[src/rtl/mem_arbiter.sv]
// -----------------------------------------------------------------------------
// mem_arbiter
//
// Shares one main-memory port between an I-cache miss, a D-cache miss and a
// D-cache write-through store.  A store is always served first as a single
// write cycle.  A miss is served as a block fill: WORDS reads issued on
// consecutive cycles, then each returned word is written into the requesting
// cache one cycle after the memory presents it.  When both misses wait
// together, the side that was not filled last wins.
//
// Ports
//   clk, rst_n                      clock, asynchronous active-low reset
//   i_miss, i_miss_addr             I-cache miss request (level) + byte address
//   d_miss, d_miss_addr             D-cache miss request (level) + byte address
//   d_wr, d_wr_addr, d_wr_data      D-cache store request (level) + addr/data
//   mem_en, mem_wr                  memory request strobe / write select
//   mem_addr, mem_data_out          memory address / write data (hold when idle)
//   mem_data_in, mem_data_valid     memory read data, returned in issue order
//   fill_data, fill_word            registered fill word and its block index
//   i_fill_we, d_fill_we            fill write enables into each cache
//   i_fill_done, d_fill_done        one-cycle pulse with the last fill write
//   d_wr_ack                        one-cycle pulse in the write cycle
//   i_fsm_busy, d_fsm_busy          stall requests to the pipeline hazard logic
// -----------------------------------------------------------------------------
module mem_arbiter #(
  parameter int WORDS = 8
) (
  input  logic                     clk,
  input  logic                     rst_n,
  input  logic                     i_miss,
  input  logic [15:0]              i_miss_addr,
  input  logic                     d_miss,
  input  logic [15:0]              d_miss_addr,
  input  logic                     d_wr,
  input  logic [15:0]              d_wr_addr,
  input  logic [15:0]              d_wr_data,
  output logic                     mem_en,
  output logic                     mem_wr,
  output logic [15:0]              mem_addr,
  output logic [15:0]              mem_data_out,
  input  logic [15:0]              mem_data_in,
  input  logic                     mem_data_valid,
  output logic [15:0]              fill_data,
  output logic [$clog2(WORDS)-1:0] fill_word,
  output logic                     i_fill_we,
  output logic                     d_fill_we,
  output logic                     i_fill_done,
  output logic                     d_fill_done,
  output logic                     d_wr_ack,
  output logic                     i_fsm_busy,
  output logic                     d_fsm_busy
);

  localparam int WL = $clog2(WORDS);
  // Counters carry one extra bit: the MSB set means "all WORDS handled".
  localparam int CW = WL + 1;
  // Clears the byte-within-block bits of an address.
  localparam logic [15:0] BASE_MASK = ~16'(2 * WORDS - 1);

  typedef enum logic [1:0] {IDLE, WRITE, FILL_I, FILL_D} state_t;

  state_t        state, state_nxt;
  logic          last_fill_d;   // 0: I side filled last (reset value), 1: D side
  logic [CW-1:0] issue_cnt;
  logic [CW-1:0] rcv_cnt;
  logic [15:0]   base_addr;
  logic [15:0]   wr_addr_q;
  logic [15:0]   wr_data_q;
  logic [15:0]   addr_hold;
  logic [15:0]   data_hold;
  logic          fill_we_q;
  logic          in_fill;
  logic          issuing;
  logic          last_write;

  assign in_fill    = (state == FILL_I) || (state == FILL_D);
  assign issuing    = in_fill && !issue_cnt[WL];
  assign last_write = fill_we_q && (fill_word == WL'(WORDS - 1));

  // Stall requests are plain combinational functions of the request levels
  // and the completion pulses, so the pipeline releases in the done cycle.
  assign i_fsm_busy = i_miss && !i_fill_done;
  assign d_fsm_busy = (d_miss || d_wr) && !d_fill_done && !d_wr_ack;

  // ---------------------------------------------------------------------------
  // State register
  // ---------------------------------------------------------------------------
  // NOTE: clocked state is always written with <= so every register samples
  // the pre-edge value of every other register, independent of block order.
  always_ff @(posedge clk or negedge rst_n) begin
    if (!rst_n) begin
      state <= IDLE;
    end else begin
      state <= state_nxt;
    end
  end

  // ---------------------------------------------------------------------------
  // Next state and memory / cache outputs
  // ---------------------------------------------------------------------------
  // NOTE: every signal this block drives gets a default first; a path that
  // leaves one unassigned would infer a latch.
  always_comb begin
    state_nxt    = state;
    mem_en       = 1'b0;
    mem_wr       = 1'b0;
    mem_addr     = addr_hold;
    mem_data_out = data_hold;
    d_wr_ack     = 1'b0;
    i_fill_we    = 1'b0;
    d_fill_we    = 1'b0;
    i_fill_done  = 1'b0;
    d_fill_done  = 1'b0;

    unique case (state)
      IDLE: begin
        if (d_wr) begin
          state_nxt = WRITE;
        end else if (i_miss && d_miss) begin
          state_nxt = last_fill_d ? FILL_I : FILL_D;
        end else if (i_miss) begin
          state_nxt = FILL_I;
        end else if (d_miss) begin
          state_nxt = FILL_D;
        end
      end

      WRITE: begin
        mem_en       = 1'b1;
        mem_wr       = 1'b1;
        mem_addr     = wr_addr_q;
        mem_data_out = wr_data_q;
        d_wr_ack     = 1'b1;
        state_nxt    = IDLE;
      end

      FILL_I, FILL_D: begin
        mem_en = issuing;
        if (issuing) begin
          // base has its low bits cleared, so OR-ing the offset never carries.
          mem_addr = base_addr | 16'({issue_cnt[WL-1:0], 1'b0});
        end
        if (state == FILL_I) begin
          i_fill_we   = fill_we_q;
          i_fill_done = last_write;
        end else begin
          d_fill_we   = fill_we_q;
          d_fill_done = last_write;
        end
        if (last_write) begin
          state_nxt = IDLE;
        end
      end

      default: state_nxt = IDLE;
    endcase
  end

  // ---------------------------------------------------------------------------
  // Datapath: grant latches, issue/receive counters, fill register
  // ---------------------------------------------------------------------------
  always_ff @(posedge clk or negedge rst_n) begin
    if (!rst_n) begin
      issue_cnt   <= '0;
      rcv_cnt     <= '0;
      base_addr   <= '0;
      wr_addr_q   <= '0;
      wr_data_q   <= '0;
      addr_hold   <= '0;
      data_hold   <= '0;
      fill_we_q   <= 1'b0;
      fill_data   <= '0;
      fill_word   <= '0;
      last_fill_d <= 1'b0;
    end else begin
      // Memory address/data hold whatever was last presented.
      addr_hold <= mem_addr;
      data_hold <= mem_data_out;
      fill_we_q <= 1'b0;

      if (state == IDLE) begin
        issue_cnt <= '0;
        rcv_cnt   <= '0;
        case (state_nxt)
          WRITE: begin
            wr_addr_q <= d_wr_addr;
            wr_data_q <= d_wr_data;
          end
          FILL_I:  base_addr <= i_miss_addr & BASE_MASK;
          FILL_D:  base_addr <= d_miss_addr & BASE_MASK;
          default: ;
        endcase
      end

      if (issuing) begin
        issue_cnt <= issue_cnt + CW'(1);
      end

      // Responses beyond the block size, or outside a fill, are dropped.
      if (in_fill && mem_data_valid && !rcv_cnt[WL]) begin
        fill_data <= mem_data_in;
        fill_word <= rcv_cnt[WL-1:0];
        fill_we_q <= 1'b1;
        rcv_cnt   <= rcv_cnt + CW'(1);
      end

      if (i_fill_done) begin
        last_fill_d <= 1'b0;
      end
      if (d_fill_done) begin
        last_fill_d <= 1'b1;
      end
    end
  end

endmodule

[config.mk]
export PLATFORM = sky130hd
export DESIGN_NAME = mem_arbiter
export DESIGN_NICKNAME = d
export VERILOG_FILES = /design/src/rtl/mem_arbiter.sv
export SDC_FILE = /design/constraint.sdc
export NUM_CORES = 1
export LEC_CHECK = 0
export BUFFER_PORTS_ARGS = -buffer_cell sky130_fd_sc_hd__clkbuf_2
export CORE_UTILIZATION = 50
export CTS_CLUSTER_DIAMETER = 50
export DETAILED_ROUTE_END_ITERATION = 16
export PLACE_DENSITY = 0.79
export SYNTH_ARGS = -nofsm -noshare
export SYNTH_HDL_FRONTEND = slang
export SYNTH_SLANG_ARGS = --single-unit
[constraint.sdc]
create_clock -name clk -period 2.2 [get_ports clk]
set_input_delay 0.66 -clock clk [delete_from_list [all_inputs] [get_ports clk]]
set_output_delay 0.66 -clock clk [all_outputs]
set_load 0.03 [all_outputs]
; ---- Yosys cells after proc, flatten, opt, wreduce, memory -nomap -nowiden
; Index checks and enable logic that the tools add are counted.
[totals]
elab_cells = 72
in_bits = 86
reg_bits = 111
[op_classes]
muxes = 27
n_eq_ne = 7
addsub = 2
n_bitwise = 1
n_reduce_logical = 23
[ops]
columns = cell, n
row1 = $pmux W16 S2, 2
row2 = $mux W16, 2
row3 = $or A16 B4 Y16, 1
row4 = $mux W1, 13
row5 = $mux W4, 3
row6 = $mux W2, 5
row7 = $add A4 B1 Y4 const B, 2
row8 = $eq A2 B2 Y1 const B, 4
row9 = $logic_and A1 B1 Y1, 8
row10 = $reduce_bool A2 Y1, 4
row11 = $pmux W2 S3, 1
row12 = $logic_not A1 Y1, 5
row13 = $eq A2 B1 Y1 const B, 2
row14 = $reduce_and A2 Y1, 2
row15 = $eq A3 B3 Y1 const B, 1
row16 = $logic_not A2 Y1, 1
row17 = $logic_or A1 B1 Y1, 2
row18 = $pmux W1 S2, 1
row19 = $reduce_or A2 Y1, 1

; ---- Depth between registers and ports, before layout
; Gate-level depths: netlist (run 1).
[logic_depth]
depth_word = 8
mapped_depth = 6
mapped_depth_nobuf = 4

; ---- Least setup slack after synthesis (run 1)
; OpenSTA, ideal clock, no wires.
[synth_path]
kind = register to output
startpoint = reg fill_word[1]
endpoint = out i_fsm_busy
arrival_ns = 1.765
setup_slack_ns = -0.225
stages_incl_launch_ff = 4
path_cell_list = dfrtp_1 nand3_1 nor3_1 nor2b_1
[synth_between]
elab_chain_len = 6
[synth_lines]
columns = item, line_no
row1 = "start, declared", 44  ; output logic [$clog2(WORDS)-1:0] fill_word,
row2 = "start signal, assigned", 202  ; fill_word <= rcv_cnt[WL-1:0];
row3 = $eq A3 B3 Y1, 78  ; assign last_write = fill_we_q && (fill_word == WL'(WORDS - 1));
row4 = $logic_and A1 B1 Y1, 78
row5 = $mux W1, 143  ; if (state == FILL_I) begin
row6 = $mux W1, 115  ; unique case (state)
row7 = named net i_fill_done, 47  ; output logic i_fill_done,
row8 = $logic_not A1 Y1, 82  ; assign i_fsm_busy = i_miss && !i_fill_done;
row9 = $logic_and A1 B1 Y1, 82
row10 = "end, declared", 50  ; output logic i_fsm_busy,
; The timed path passes the listed nets, and every way through them passes these cells.

; ---- Final worst setup path (run 1)
[layout_path]
startpoint = reg state[1]
endpoint = out mem_data_out[7]
[layout_between]
elab_chain_len = 2
[layout_lines]
columns = item, line_no
row1 = "start, declared", 62  ; state_t state, state_nxt;
row2 = "start signal, assigned", 94  ; state <= state_nxt;
row3 = $eq A2 B1 Y1, 115
row4 = $mux W16, 115
row5 = "end, declared", 40  ; output logic [15:0] mem_data_out,
; Every way passes these cells.

==> results.sh, run 1 <==
export IMPL_clockBufferDepth=2
export IMPL_setup_tns_final_ps=-4740
export IMPL_routed_wl_mm=9.78
export IMPL_synthTopCellsByArea="dfrtp_1 62%, mux2_2 17%, a22o_1 3.8%, a21o_1 2.6%, o221a_1 2.6%"
export IMPL_skew_ps=12.0
export IMPL_grt_overflow=0
export IMPL_initial_utilization_pct=52.3
export IMPL_gr_max_usage_layer="met2"
export IMPL_critPathSlowestCell="dfrtp_1"
export IMPL_ys_warn_count=0
export IMPL_crit_start="state[1]"
export IMPL_power_density_mw_per_mm2=1770
export IMPL_violations="setup timing"
export IMPL_status="finished with violations"
export IMPL_grt_start_max_net_pins=108
export IMPL_syn_num_nets=390
export IMPL_finalCritPeriodShare_pct=108
export IMPL_synthMuxAreaShare_pct=17.9
export IMPL_hpwl_mm=6.46
export IMPL_synth_commonest_cells="107 x dfrtp_1, 65 x mux2_2, 19 x a22o_1"
export IMPL_grtUsageMet3_pct=6.14
export IMPL_fillers=552
export IMPL_grt_pass1_wl_mm=15.5
export IMPL_hold_class="in -> async"
export IMPL_grt_use_met2_pct=39.8
export IMPL_cp_required_ps=1540
export IMPL_grt_usage_pct=22.5
export IMPL_avgSynthCellArea_sq_um=14.4
export IMPL_end_kind="output port"
export IMPL_ant_nets=0
export IMPL_nets=547
export IMPL_setup_slack_ps=-174
export IMPL_vias_per_cell=5.37
export IMPL_die_w_um=95.1
export IMPL_fin_crit_ps=2370
export IMPL_area_growth_pct=37.3
export IMPL_clkTransAtPathRegs_ps=100
export IMPL_synth_largest_area_cell="dfrtp_1"
export IMPL_vias=3056
export IMPL_slew_headroom_pct=62.7
export IMPL_cts_sinks=107
export IMPL_synth_edff_count=0
export IMPL_core_area_sq_mm=0.00830
export IMPL_io_buffers=137
export IMPL_clockRootBuffer="clkbuf_8"
export IMPL_fmax_mhz=421
export IMPL_cts_max_level=3
export IMPL_final_cells=569
export IMPL_die_area_sq_mm=0.00905
export IMPL_grtUsageMet1_pct=27.4
export IMPL_yosysSeqAreaShare_pct=61.7
export IMPL_synth_compound_area_share_pct=11.2
export IMPL_place_congestion=0.772
export IMPL_critical_path_max_stage_delay_ps=430
export IMPL_diodes=0
export IMPL_std_cell_rows=33
export IMPL_synth_top_family_by_area="multiplexers"
export IMPL_post_place_cells=541
export IMPL_wl_per_cell_um=17.2
export IMPL_synthArstFlopShare_pct=100
export IMPL_rsz0062_at_grt="yes"
export IMPL_clk_latency_ps=360
export IMPL_netlist_area_sq_mm=0.00434
export IMPL_io_pins=146
export IMPL_cts_buffers=9
export IMPL_synthXorXnorAreaFrac_pct=0.606
export IMPL_dieHeight_um=95.1
export IMPL_first_pass_iters=4
export IMPL_ys_dominant_reg_cell="dfrtp_1"
export IMPL_synth_simple_gate_area_share_pct=5.31
export IMPL_power_mw=10.6
export IMPL_ys_ff_latch=107
export IMPL_yosysMostFrequentCell="dfrtp_1"
export IMPL_drive_gt1_share_pct=55.6
export IMPL_drv_slew=0
export IMPL_synth_top_cell_area_share_pct=61.7
export IMPL_maxCapViolations=0
export IMPL_hold_slack_ps=355
export IMPL_hold_viol=0
export IMPL_synthCells=302
export IMPL_p_leak_nw=2.89
export IMPL_vdd_drop_max_v=0.000869
export IMPL_grt_antenna_before_repair=0
export IMPL_crit_path_cell_trace="nor2b_4 -> buf_12 -> mux2_2 -> clkbuf_8"
export IMPL_setup_violations=34
export IMPL_path_max_fanout=15
export IMPL_r2r_start="state[0]"
export IMPL_arrival_ps=1710
export IMPL_drt_iter0_markers=89
export IMPL_grt_pass1_vias=3346
export IMPL_ys_types=35
export IMPL_start_kind="flip-flop"
export IMPL_cts_tree="done"
export IMPL_critical_path_class="reg -> out"
export IMPL_worst_slew_pin_slew_ps=559
export IMPL_synth_fa_ha_area_share_pct=0.577
export IMPL_drc_errors=0
-- per-stage QoR --
step / cell area [sq um] / utilization (%) / setup WS [ps]
final: 5960 / 71.8 / -174
after global routing: 5960 / 71.8 / -246
after CTS: 5900 / 71.1 / -197
after detailed placement: 5220 / 62.9 / 195
after global placement: 5220 / 62.9 / 205
after floorplan: 4350 / - / 3.04
-- layout make-up --
type	instances	area (sq um)	area share, %
clock buffers	12	145	2.44
clock inverters	4	56.3	0.945
flip-flops and latches	107	2680	45.0
inverters	4	15.0	0.252
repair buffers	165	1330	22.4
well taps	105	131	2.21
multi-input cells	172	1600	26.8
-- where the power goes --
part / internal, mW / switching [mW] / leakage (nW) / total, mW
sequential: 2.96 / 0.524 / 1.27 / 3.48
clock: 0.570 / 0.647 / 0.102 / 1.22
combinational: 2.91 / 2.96 / 1.51 / 5.87
total: 6.43 / 4.13 / 2.89 / 10.6
-- metal layers --
metal	up-vias	share of wire (%)
li1	1424	-
met1	1524	42
met2	94	51
met3	14	5.0
met4	0	1.3
met5	-	0
-- placed cells by master, fill, tap and decap left out, types with 2 or more instances in the layout --
cell | Yosys | routed
dfrtp_1 | 107 | 107
clkbuf_2 | 0 | 99
mux2_2 | 65 | 63
clkbuf_8 | 0 | 26
buf_4 | 1 | 20
buf_8 | 0 | 20
a22o_1 | 19 | 18
a21o_1 | 15 | 15
or3_1 | 12 | 12
o221a_1 | 10 | 10
nor2_1 | 8 | 6
a21oi_1 | 4 | 4
o21ai_0 | 4 | 4
nand3_1 | 4 | 4
mux2_1 | 4 | 4
buf_6 | 1 | 4
inv_1 | 4 | 3
xnor2_1 | 3 | 3
buf_12 | 0 | 3
nor2_4 | 0 | 2
nand2_1 | 2 | 2
mux2_4 | 0 | 2
nor2b_1 | 4 | 2
o221a_2 | 2 | 2
ha_1 | 2 | 2
clkbuf_1 | 4 | 2
inv_6 | 0 | 2
buf_16 | 0 | 2
-- critical path: cells and delay by family, from the launching register on --
kind          cells  cell delay [ps]
buf+inv           2              350
simple gates      1              200
mux               1              380
flops             1              430
-- final timing paths --
path,slack [ps],cells after the start,to
setup / recovery,-170,4,mem_data_out[7]
hold / removal,350,2,fill_we_q
setup reg to reg,280,5,base_addr[15]
hold reg to reg,500,1,wr_addr_q[9]
max in group asynchronous,1420,2,wr_data_q[3]
min in group clk,500,1,wr_addr_q[9]
-- sequential cells by signal, summed over array words and instances, names as in the netlist --
| signal | flops |
|---|---|
| addr_hold | 16 |
| data_hold | 16 |
| fill_data | 16 |
| wr_addr_q | 16 |
| wr_data_q | 16 |
| base_addr | 12 |
| issue_cnt | 4 |
| rcv_cnt | 4 |
| fill_word | 3 |
| state | 2 |
| fill_we_q | 1 |
| last_fill_d | 1 |
-- cell families (layout without fill, tap and decap cells) --
| group | Yosys count | after routing |
|---|---|---|
| and+or+nand+nor | 40 | 40 |
| buffers and inverters | 23 | 185 |
| muxes | 69 | 69 |
| AOI/OAI and AO/OA | 58 | 58 |
| xor gates and xnor gates | 3 | 3 |
| DFF | 107 | 107 |
| adders and majority gates | 2 | 2 |
-- repair_timing --
item                                   in CTS  in global routing
pin swaps                                  13                  8
gates cloned                                2                  1
hold buffers                                0                  0
buffers inserted                            9                  2
endpoints found under the hold margin       0                  0
setup endpoints to repair                  35                 40
resized for setup                          81                 29
No activity file was read; power rests on OpenSTA's default activity.
==> run 2, diff against run 1 <==
Clock period 2.2 ns to 2.3 ns, I/O delays scaled along.
==> run 2 against run 1 <==
The run still ends with setup timing left. Final cell count grew 1.6%. Worst setup slack lost 42 ps. Critical path depth up 2. Wire length shrank 0.17%. Clock skew is 0.67 ps lower. Utilization increased by 1.5 points. Sequential power down 4%. Clock power shrank 16%. Total power shrank 2.5%. Flip-flop and latch count unchanged. Critical endpoint unchanged.
==> results.sh, run 2 (synthesis gave the netlist of run 1 again) <==
export IMPL_status="finished with violations"
export IMPL_violations="setup timing"
export IMPL_critical_path_class="reg -> out"
export IMPL_die_area_sq_mm=0.00905
export IMPL_pwr_share_clk_pct=9.9
export IMPL_start_kind="flip-flop"
export IMPL_cts_sinks=107
export IMPL_grt_overflow=0
export IMPL_grt_usage_pct=22.3
export IMPL_grt_pass1_vias=3236
export IMPL_die_w_um=95.1
export IMPL_seqCellArea_sq_mm=0.00268
export IMPL_final_common_cell="dfrtp_1"
export IMPL_initial_utilization_pct=52.3
export IMPL_vias_per_cell=5.34
export IMPL_drc_errors=0
export IMPL_clockBufferDepth=2
export IMPL_clk_latency_ps=360
export IMPL_p_int_mw=6.29
export IMPL_vdd_drop_max_v=0.000887
export IMPL_hold_viol=0
export IMPL_std_cell_rows=33
export IMPL_setup_slack_ps=-216
export IMPL_ant_nets=0
export IMPL_arrival_ps=1830
export IMPL_diodes=0
export IMPL_io_pins=146
export IMPL_wl_per_cell_um=16.9
export IMPL_maxCapViolations=0
export IMPL_grt_pass1_wl_mm=15.4
export IMPL_path_delay_family="buffers and inverters"
export IMPL_cts_hold_buffers_added=0
export IMPL_power_density_mw_per_mm2=1690
export IMPL_dieHeight_um=95.1
export IMPL_cpMostUsedCell="buf_6"
export IMPL_first_pass_iters=4
export IMPL_clockRootBuffer="clkbuf_8"
export IMPL_drive_gt1_share_pct=56.9
export IMPL_most_common_layout_cells="107 x dfrtp_1, 99 x clkbuf_2, 49 x mux2_2"
export IMPL_hold_class="in -> async"
export IMPL_switching_share_pct=39.0
export IMPL_vias=3084
export IMPL_cts_buffers=9
export IMPL_worst_slew_pin_slew_ps=424
export IMPL_fillers=544
export IMPL_slew_headroom_pct=71.7
export IMPL_final_cells=578
export IMPL_fin_area_sq_mm=0.00608
export IMPL_routed_wl_mm=9.76
export IMPL_setup_tns_final_ps=-5590
export IMPL_fin_crit_ps=2520
export IMPL_grt_antenna_before_repair=0
export IMPL_nets=557
export IMPL_post_place_cells=543
export IMPL_fmax_mhz=397
export IMPL_p_seq_share_pct=32.4
export IMPL_finalCritPeriodShare_pct=109
export IMPL_p_switching_mw=4.02
export IMPL_skew_ps=11.3
export IMPL_path_max_fanout=5
export IMPL_area_growth_pct=40.2
export IMPL_end_kind="output port"
export IMPL_path_buf_inv=4
export IMPL_clkTransAtPathRegs_ps=100
export IMPL_cts_max_level=3
export IMPL_multi_input_area_sq_mm=0.00166
export IMPL_critical_path_max_stage_delay_ps=400
export IMPL_crit_path_cell_trace="buf_6 -> nor2b_4 -> buf_6 -> buf_6 -> mux2_4 -> buf_8"
export IMPL_setup_violations=32
export IMPL_grt_start_max_net_pins=61
export IMPL_drv_slew=0
export IMPL_p_leak_nw=2.98
export IMPL_core_area_sq_mm=0.00830
export IMPL_hpwl_mm=6.57
export IMPL_io_buffers=137
export IMPL_finish_utilization_pct=73.3
export IMPL_cts_tree="done"
export IMPL_place_area_sq_mm=0.00524
export IMPL_critPathSlowestCell="dfrtp_1"
export IMPL_drt_iter0_markers=96
export IMPL_place_congestion=0.775
export IMPL_cp_required_ps=1610
export IMPL_rsz0062_at_grt="yes"
export IMPL_pwr_share_comb_pct=57.7
## run 2: per-stage QoR
stage / worst slack [ps] / hold WS (ps) / power [mW]
6_report: -216 / 171 / 10.3
4_1_cts: -217 / 163 / 9.82
3_3_place_gp: 147 / 458 / 7.56
3_5_place_dp: 147 / 464 / 7.73
5_1_grt: -282 / 167 / 10.8
2_1_floorplan: 36.7 / 394 / 6.41
## run 2: layout make-up
| class | count | area share, % |
|---|---|---|
| sequential | 107 | 44.0 |
| multi-input combinational | 172 | 27.3 |
| timing repair buffer | 175 | 23.5 |
| clock buffer | 11 | 2.32 |
| tap | 105 | 2.16 |
| clock inverter | 4 | 0.452 |
| inverter | 4 | 0.247 |
## run 2: per-layer routing
metal  GRT usage (%)  wire (um)  vias to the layer above  share of wire (%)
met3            5.74        458                       13                4.7
met5               0          0                        -                  0
met4            4.80        121                        0                1.2
met1            27.5       4100                     1550                 42
met2            39.2       5080                       90                 52
li1                -          -                     1431                  -
## run 2: power groups by stage
stage | Clock (mW) | Sequential, mW | Combinational (mW)
finish | 1.02 | 3.33 | 5.95
global route | 1.13 | 3.45 | 6.27
CTS | 1.05 | 3.32 | 5.44
detailed placement | 0 | 3.34 | 4.40
global placement | 0 | 3.28 | 4.28
floorplan | 0 | 3.55 | 2.86
## run 2: repair_timing
action,in CTS,in global routing
endpoints found under the setup margin,34,38
cloned,1,0
setup buffers,10,9
gates resized for setup,101,52
pin swaps,2,9
## run 2: final timing paths
check                                   to  slack [ps]  cells after the start           from
min                           base_addr[4]         170                      1          rst_n
min reg2reg                  wr_addr_q[11]         500                      1  wr_addr_q[11]
max                        mem_data_out[7]        -220                      6       state[1]
max reg2reg                  base_addr[11]         270                      5       state[1]
max in group asynchronous     wr_addr_q[3]        1430                      2          rst_n
min in group clk             wr_addr_q[11]         500                      1  wr_addr_q[11]
